File: src/rtl/btn_conditioner.sv
// btn_conditioner: synchronizes and debounces three pushbuttons into one code with a one-cycle valid strobe.
// Define BTN_ENTRY_CNT_EN to add a 2-bit accepted-entry counter with a synchronous clear.
module btn_conditioner #(
    parameter int SYNC_STAGES     = 2,
    parameter int DEBOUNCE_CYCLES = 4
) (
    input  logic       clock,
    input  logic       reset_n,
    input  logic [2:0] btn_raw,
`ifdef BTN_ENTRY_CNT_EN
    input  logic       entry_clr,
    output logic [1:0] entry_cnt,
`endif
    output logic       a,
    output logic       b,
    output logic       c,
    output logic       code_valid,
    output logic       busy
);
    localparam int CNT_W = $clog2(DEBOUNCE_CYCLES + 1);
    localparam logic [CNT_W-1:0] CNT_ONE = CNT_W'(1);
    localparam logic [CNT_W-1:0] CNT_MAX = CNT_W'(DEBOUNCE_CYCLES);

    typedef enum logic [1:0] {IDLE, DEBOUNCE, HELD, RELEASE} state_t;

    state_t                   state_q, state_d;
    logic [3*SYNC_STAGES-1:0] sync_q;
    logic [2:0]               cand_q, cand_d;
    logic [2:0]               code_q, code_d;
    logic [CNT_W-1:0]         cnt_q, cnt_d;
    logic                     valid_q, valid_d;
    logic                     busy_q;
    logic [2:0]               s;
    logic [CNT_W-1:0]         cnt_inc;

    // Last synchronizer stage is the only value the FSM ever looks at
    assign s       = sync_q[3*SYNC_STAGES-1 -: 3];
    assign cnt_inc = cnt_q + CNT_ONE;

    always_comb begin
        state_d = state_q;
        cand_d  = cand_q;
        cnt_d   = cnt_q;
        code_d  = code_q;
        valid_d = 1'b0;
        case (state_q)
            IDLE: begin
                if (s != 3'b000) begin
                    cand_d  = s;
                    cnt_d   = CNT_ONE;
                    state_d = DEBOUNCE;
                    if (CNT_ONE == CNT_MAX) begin
                        code_d  = s;
                        valid_d = 1'b1;
                        cnt_d   = '0;
                        state_d = HELD;
                    end
                end
            end
            DEBOUNCE: begin
                if (s == 3'b000) begin
                    cnt_d   = '0;
                    state_d = IDLE;
                end else if (s != cand_q) begin
                    cand_d = s;
                    cnt_d  = CNT_ONE;
                end else begin
                    cnt_d = cnt_inc;
                    if (cnt_inc == CNT_MAX) begin
                        code_d  = cand_q;
                        valid_d = 1'b1;
                        cnt_d   = '0;
                        state_d = HELD;
                    end
                end
            end
            HELD: begin
                if (s == 3'b000) begin
                    cnt_d   = CNT_ONE;
                    state_d = RELEASE;
                    if (CNT_ONE == CNT_MAX) begin
                        code_d  = 3'b000;
                        cnt_d   = '0;
                        state_d = IDLE;
                    end
                end
            end
            RELEASE: begin
                if (s != 3'b000) begin
                    cnt_d   = '0;
                    state_d = HELD;
                end else begin
                    cnt_d = cnt_inc;
                    if (cnt_inc == CNT_MAX) begin
                        code_d  = 3'b000;
                        cnt_d   = '0;
                        state_d = IDLE;
                    end
                end
            end
            default: state_d = IDLE;
        endcase
    end

    always_ff @(posedge clock or negedge reset_n) begin
        if (!reset_n) begin
            sync_q  <= '0;
            state_q <= IDLE;
            cand_q  <= '0;
            cnt_q   <= '0;
            code_q  <= '0;
            valid_q <= 1'b0;
            busy_q  <= 1'b0;
        end else begin
            sync_q  <= {sync_q[3*SYNC_STAGES-4:0], btn_raw};
            state_q <= state_d;
            cand_q  <= cand_d;
            cnt_q   <= cnt_d;
            code_q  <= code_d;
            valid_q <= valid_d;
            busy_q  <= state_d != IDLE;
        end
    end

    assign {a, b, c}  = code_q;
    assign code_valid = valid_q;
    assign busy       = busy_q;

`ifdef BTN_ENTRY_CNT_EN
    logic [1:0] ecnt_q;

    // Counts strobes already presented; clear wins over a coincident increment
    always_ff @(posedge clock or negedge reset_n) begin
        if (!reset_n) ecnt_q <= '0;
        else          ecnt_q <= entry_clr ? 2'd0 : ecnt_q + {1'b0, valid_q};
    end

    assign entry_cnt = ecnt_q;
`endif
endmodule

File: config.mk
export PLATFORM = sky130hd
export DESIGN_NAME = btn_conditioner
export DESIGN_NICKNAME = d
export VERILOG_FILES = /design/src/rtl/btn_conditioner.sv
export SDC_FILE = /design/constraint.sdc
export NUM_CORES = 1
export LEC_CHECK = 0
export BUFFER_PORTS_ARGS = -buffer_cell sky130_fd_sc_hd__buf_2
export CORE_UTILIZATION = 45
export CTS_BUF_LIST = sky130_fd_sc_hd__clkbuf_4 sky130_fd_sc_hd__clkbuf_8
export CTS_CLUSTER_SIZE = 25
export DETAILED_ROUTE_END_ITERATION = 16
export GPL_TIMING_DRIVEN = 1
export PLACE_DENSITY = 0.71
export REMOVE_ABC_BUFFERS = 1
export SYNTH_ARGS = -nofsm -noshare
export SYNTH_HDL_FRONTEND = slang
export SYNTH_SLANG_ARGS = --single-unit
File: constraint.sdc
create_clock -name clock -period 2.5 [get_ports clock]
set_input_delay 0.375 -clock clock [delete_from_list [all_inputs] [get_ports clock]]
set_output_delay 0.375 -clock clock [all_outputs]
set_load 0.005 [all_outputs]
Yosys cells after proc, flatten, opt, wreduce, memory -nomap -nowiden
Index checks and enable logic that the tools add are counted.
{ "word_totals": {"reg_bits": 19, "input_bits": 5, "output_inout_bits": 5, "elab_cells": 59} }
{ "op_classes": {"addsub": 1, "eq_ne": 13, "muxes": 29, "n_reduce_logical": 9} }
{ "ops": {"columns": ["operator", "n"], "rows": [
  ["$mux 3", 14],
  ["$ne 2x2->1 const B", 8],
  ["$mux 2", 7],
  ["$pmux 3 s2", 2],
  ["$pmux 3 s4", 1],
  ["$pmux 2 s4", 1],
  ["$reduce_and 6->1", 1],
  ["$reduce_bool 2->1", 3],
  ["$eq 2x2->1 const B", 2],
  ["$mux 1", 4],
  ["$reduce_and 4->1", 1],
  ["$add 3x1->3 const B", 1],
  ["$eq 3x3->1 const B", 1],
  ["$logic_not 3->1", 1],
  ["$ne 3x3->1", 1],
  ["$reduce_bool 3->1", 1],
  ["$eq 2x1->1 const B", 1],
  ["$logic_not 2->1", 1],
  ["$reduce_and 2->1", 1]
]} }

Logic depth before layout (Yosys ltp)
{ "depth": {"depth_word": 7, "mapped_depth": 5, "depth_no_buf": 5} }

Worst setup path after synthesis
Ideal clock, no wire load.
{ "synth_timing": {"path_type": "register to register", "startpoint": "register cnt_q[0]", "endpoint": "register code_q[0]", "setup_ps": 121, "arrival_time_ps": 1360, "required_ps": 2379, "setup_slack_ps": 1019, "stages_incl_launch_ff": 6, "n_path_buf": 0, "synth_period_minus_slack_ps": 1481, "cell_sequence": "dfrtp_1 -> ha_1 -> xnor2_1 -> nor2_1 -> o211ai_1 -> a22o_2"} }
{ "synth_between": {"elab_chain_len": 4, "elab_cells_between_ends": 5, "classes_between": "add/sub: 1; eq/ne: 3; reduce/logical: 1"} }
{ "synth_lines": {"columns": ["item", "line", "text"], "rows": [
  ["start: declaration", "30", "logic [CNT_W-1:0] cnt_q, cnt_d;"],
  ["start signal: assignment", "118", "cnt_q <= cnt_d;"],
  ["$add 3x1->3 *", "38", "assign cnt_inc = cnt_q + CNT_ONE;"],
  ["$eq 3x3->1 *", "69, 94", null],
  ["$ne 2x2->1 (no source line)", null, null],
  ["$reduce_and 6->1 (no source line) *", null, null],
  ["end signal: assignment", "119", "code_q <= code_d;"],
  ["end: declaration", "29", "logic [2:0] code_q, code_d;"]
]} }
Mark *: on every way between the ends. The rest lies on a longest branch, timed or not.
A chain may end at the register's enable or synchronous reset.

Worst setup path after layout
{ "layout_timing": {"startpoint": "register cnt_q[0]", "endpoint": "register code_q[1]"} }
The elaborated chain is that of the path after synthesis.

==> run metrics <==
Final setup viols=0; Non-Filler Instances=107; Max Cap Viol=0; wire per inst=12.8 um; global-route wire length before repair=2170 um; GRT Resource Usage Total=14.9%; main combinational cell family by area after synthesis=simple AND/OR/NAND/NOR gates; Hold Buf Count CTS=0; Compound-Gate Fraction of Synth Area=14.0%; Slew HR=65.5%; Worst EP required=2.70 ns; status=complete, but fails checks; post-synthesis mux area share=4.07%; Worst-path clk slew=0.11 ns; Starting Density=48.0%; Die Y=44.9 um; setup ws final=0.851 ns; remaining antenna violation count=0; die area=0.00202 mm2; Arr. time, crit path=1.85 ns; clock share of power=22.9%; Num CTS Buffers=3; Tmin final=1.65 ns; worst min path class=in -> async; CTS tree=yes; largest net degree at the start of global routing=20; failing checks=negative hold slack; DP HPWL=988 um; Worst setup SP type=register; Die W=44.9 um; Crit Path Max Fanout=5; max incr delay on CP=0.42 ns; setup TNS=0 ns; endpoints failing hold=19; Synth Warn #=0; Rows=15; Setup CP Type=reg -> reg; Crit. End Element=register; IR drop worst, VDD=0.310 mV; initial DRC count=16; pre-CTS setup slack=0.867 ns; Reg power frac=56.1%; Synth Register Bits=19; Comb pwr share=20.9%; Placed Cells=103; GR Overflow Total=0; Seq/Total Area, Yosys=57.3%; cell area after synthesis=830 um2; PD cells=721 mW/mm2; CTS Root Cell=clkbuf_4; Max Slew Vio Count=0; DRC=0; DR vias=581; Hold WS=-0.0121 ns; worst skew pair latency=0.29 ns; # H-tree levels=1; Int Power=0.467 mW; switch share=30.2%; final core utilization=53.8%; Final period util=66.0%; Post-Synth Simple-Gate Area=15.4%; Net Sw Power=0.202 mW; unrepaired setup endpoints after global routing=false; reg2reg path depth=5; drt pass-1 iters=4; CTS max path bufs=2; worst-margin pin slew=0.515 ns; Syn Inst Count=70; gpl congestion=0.762; Via density=5.43; Gates resized, CTS repair=0; Routed WL=1370 um; share of layout cells above drive strength 1=30.5%; I/O pin total=10; synthesized area per cell=11.9 um2; Port Buffers=9; Clock Skew=0.00314 ns; worst r2r src=cnt_q[0]; CTS sink cnt=19; Net count, final=90; Core Box Area=0.00173 mm2; antenna cells=0; Synth Area in XOR/XNOR=4.22%; Distinct cells, synth=27; slowest CP cell=dfrtp_1; Pleak=0.419 nW; area share of fa/ha/maj cells after synthesis=3.02%; cell-by-cell trace of the critical path=ha_1 > xnor2_1 > nor2_1 > o211ai_1 > a22o_2; vias in the first global route=529; Setup Fix Bufs, Post-CTS=0; initial antenna violation count=0; crit path launch=cnt_q[0]; layout overhead on the synthesized area=11.9%; Fmax achieved=606 MHz
[power groups by stage]
| stage | Combinational [mW] | Clock [mW] | Sequential (mW) |
|---|---|---|---|
| CTS | 0.141 | 0.157 | 0.376 |
| global placement | 0.136 | 0 | 0.380 |
| floorplan | 0.106 | 0 | 0.374 |
| detailed placement | 0.141 | 0 | 0.381 |
| finish | 0.140 | 0.154 | 0.376 |
| global route | 0.155 | 0.169 | 0.381 |
[placed cells by master, fill, tap and decap left out, drive strengths merged, types with 4 or more instances in the layout]
cell type  Yosys  layout
o21ai          4       4
dfrtp         19      19
buf            0       9
nor2           6       6
nand2          5       5
nor3           4       4
[critical path: cells and delay by family, from the launching register on]
family	cells	cell delay [ns]
AOI/OAI and AO/OA	2	0.50
adders and majority gates	1	0.22
xor gates and xnor gates	1	0.15
and+or+nand+nor	1	0.27
DFF	1	0.42
[layer usage]
layer	track usage (%)	routed length (um)	up-vias
li1	-	-	275
met1	18.1	574	273
met2	25.5	694	28
met3	2.40	70	5
met4	7.27	31	0
met5	0	0	-
[stage by stage]
stage / hold slack (ns) / cell area, um2 / power [mW]
CTS: 0.00557 / 928 / 0.674
global placement: 0.326 / 901 / 0.516
detailed placement: 0.332 / 901 / 0.522
floorplan: 0.0794 / 825 / 0.480
global route: 0.0205 / 928 / 0.704
finish: -0.0121 / 928 / 0.669
[path summary, 6_finish.rpt]
path / to / slack [ns]
worst min register to register: sync_q[4] / 0.36
worst max-delay path: code_q[1] / 0.85
min in group clock: sync_q[0] / 0.18
worst max register to register: code_q[1] / 0.85
worst min-delay path: state_q[1] / -0.01
max in group asynchronous: sync_q[1] / 2.23
[layout make-up]
cell class	count	area (um2)
clock buffer	3	22.5
clock inverter	1	5.00
fill	159	798
inverter	3	11.3
multi-input combinational	47	338
sequential	19	475
tap	25	31.3
timing repair buffer	9	45.0
[flip-flops by register name, indices dropped and copies added (netlist names)]
register	flops
cand_q	3
sync_q	6
cnt_q	3
busy	1
code_valid	1
code_q	3
state_q	2
[logic make-up after synthesis]
logic type,count (synthesis)
and+or+nand+nor,22
DFF,19
AOI/OAI and AO/OA,16
xor gates and xnor gates,4
buffers and inverters,4
muxes,3
adders and majority gates,2
[cells in the mapped netlist, drive strengths merged]
cell type | count | area, um2
a2bb2oi | 1 | 8.76
dfrtp | 19 | 475
a31oi | 1 | 6.26
a21oi | 2 | 10.0
o211ai | 1 | 7.51
clkbuf | 1 | 5.00
o2bb2ai | 1 | 8.76
xnor2 | 1 | 8.76
inv | 3 | 11.3
a21o | 1 | 7.51
o32a | 1 | 11.3
nor3 | 4 | 30.0
nand2b | 2 | 12.5
or3 | 2 | 17.5
nor2 | 6 | 22.5
nor4 | 1 | 12.5
ha | 2 | 25.0
nor3b | 1 | 7.51
mux2 | 3 | 33.8
o22ai | 1 | 6.26
nand2 | 5 | 18.8
xor2 | 3 | 26.3
o21ai | 4 | 20.0
or2 | 1 | 6.26
a22o | 3 | 30.0
No activity file was read; power rests on OpenSTA's default activity.
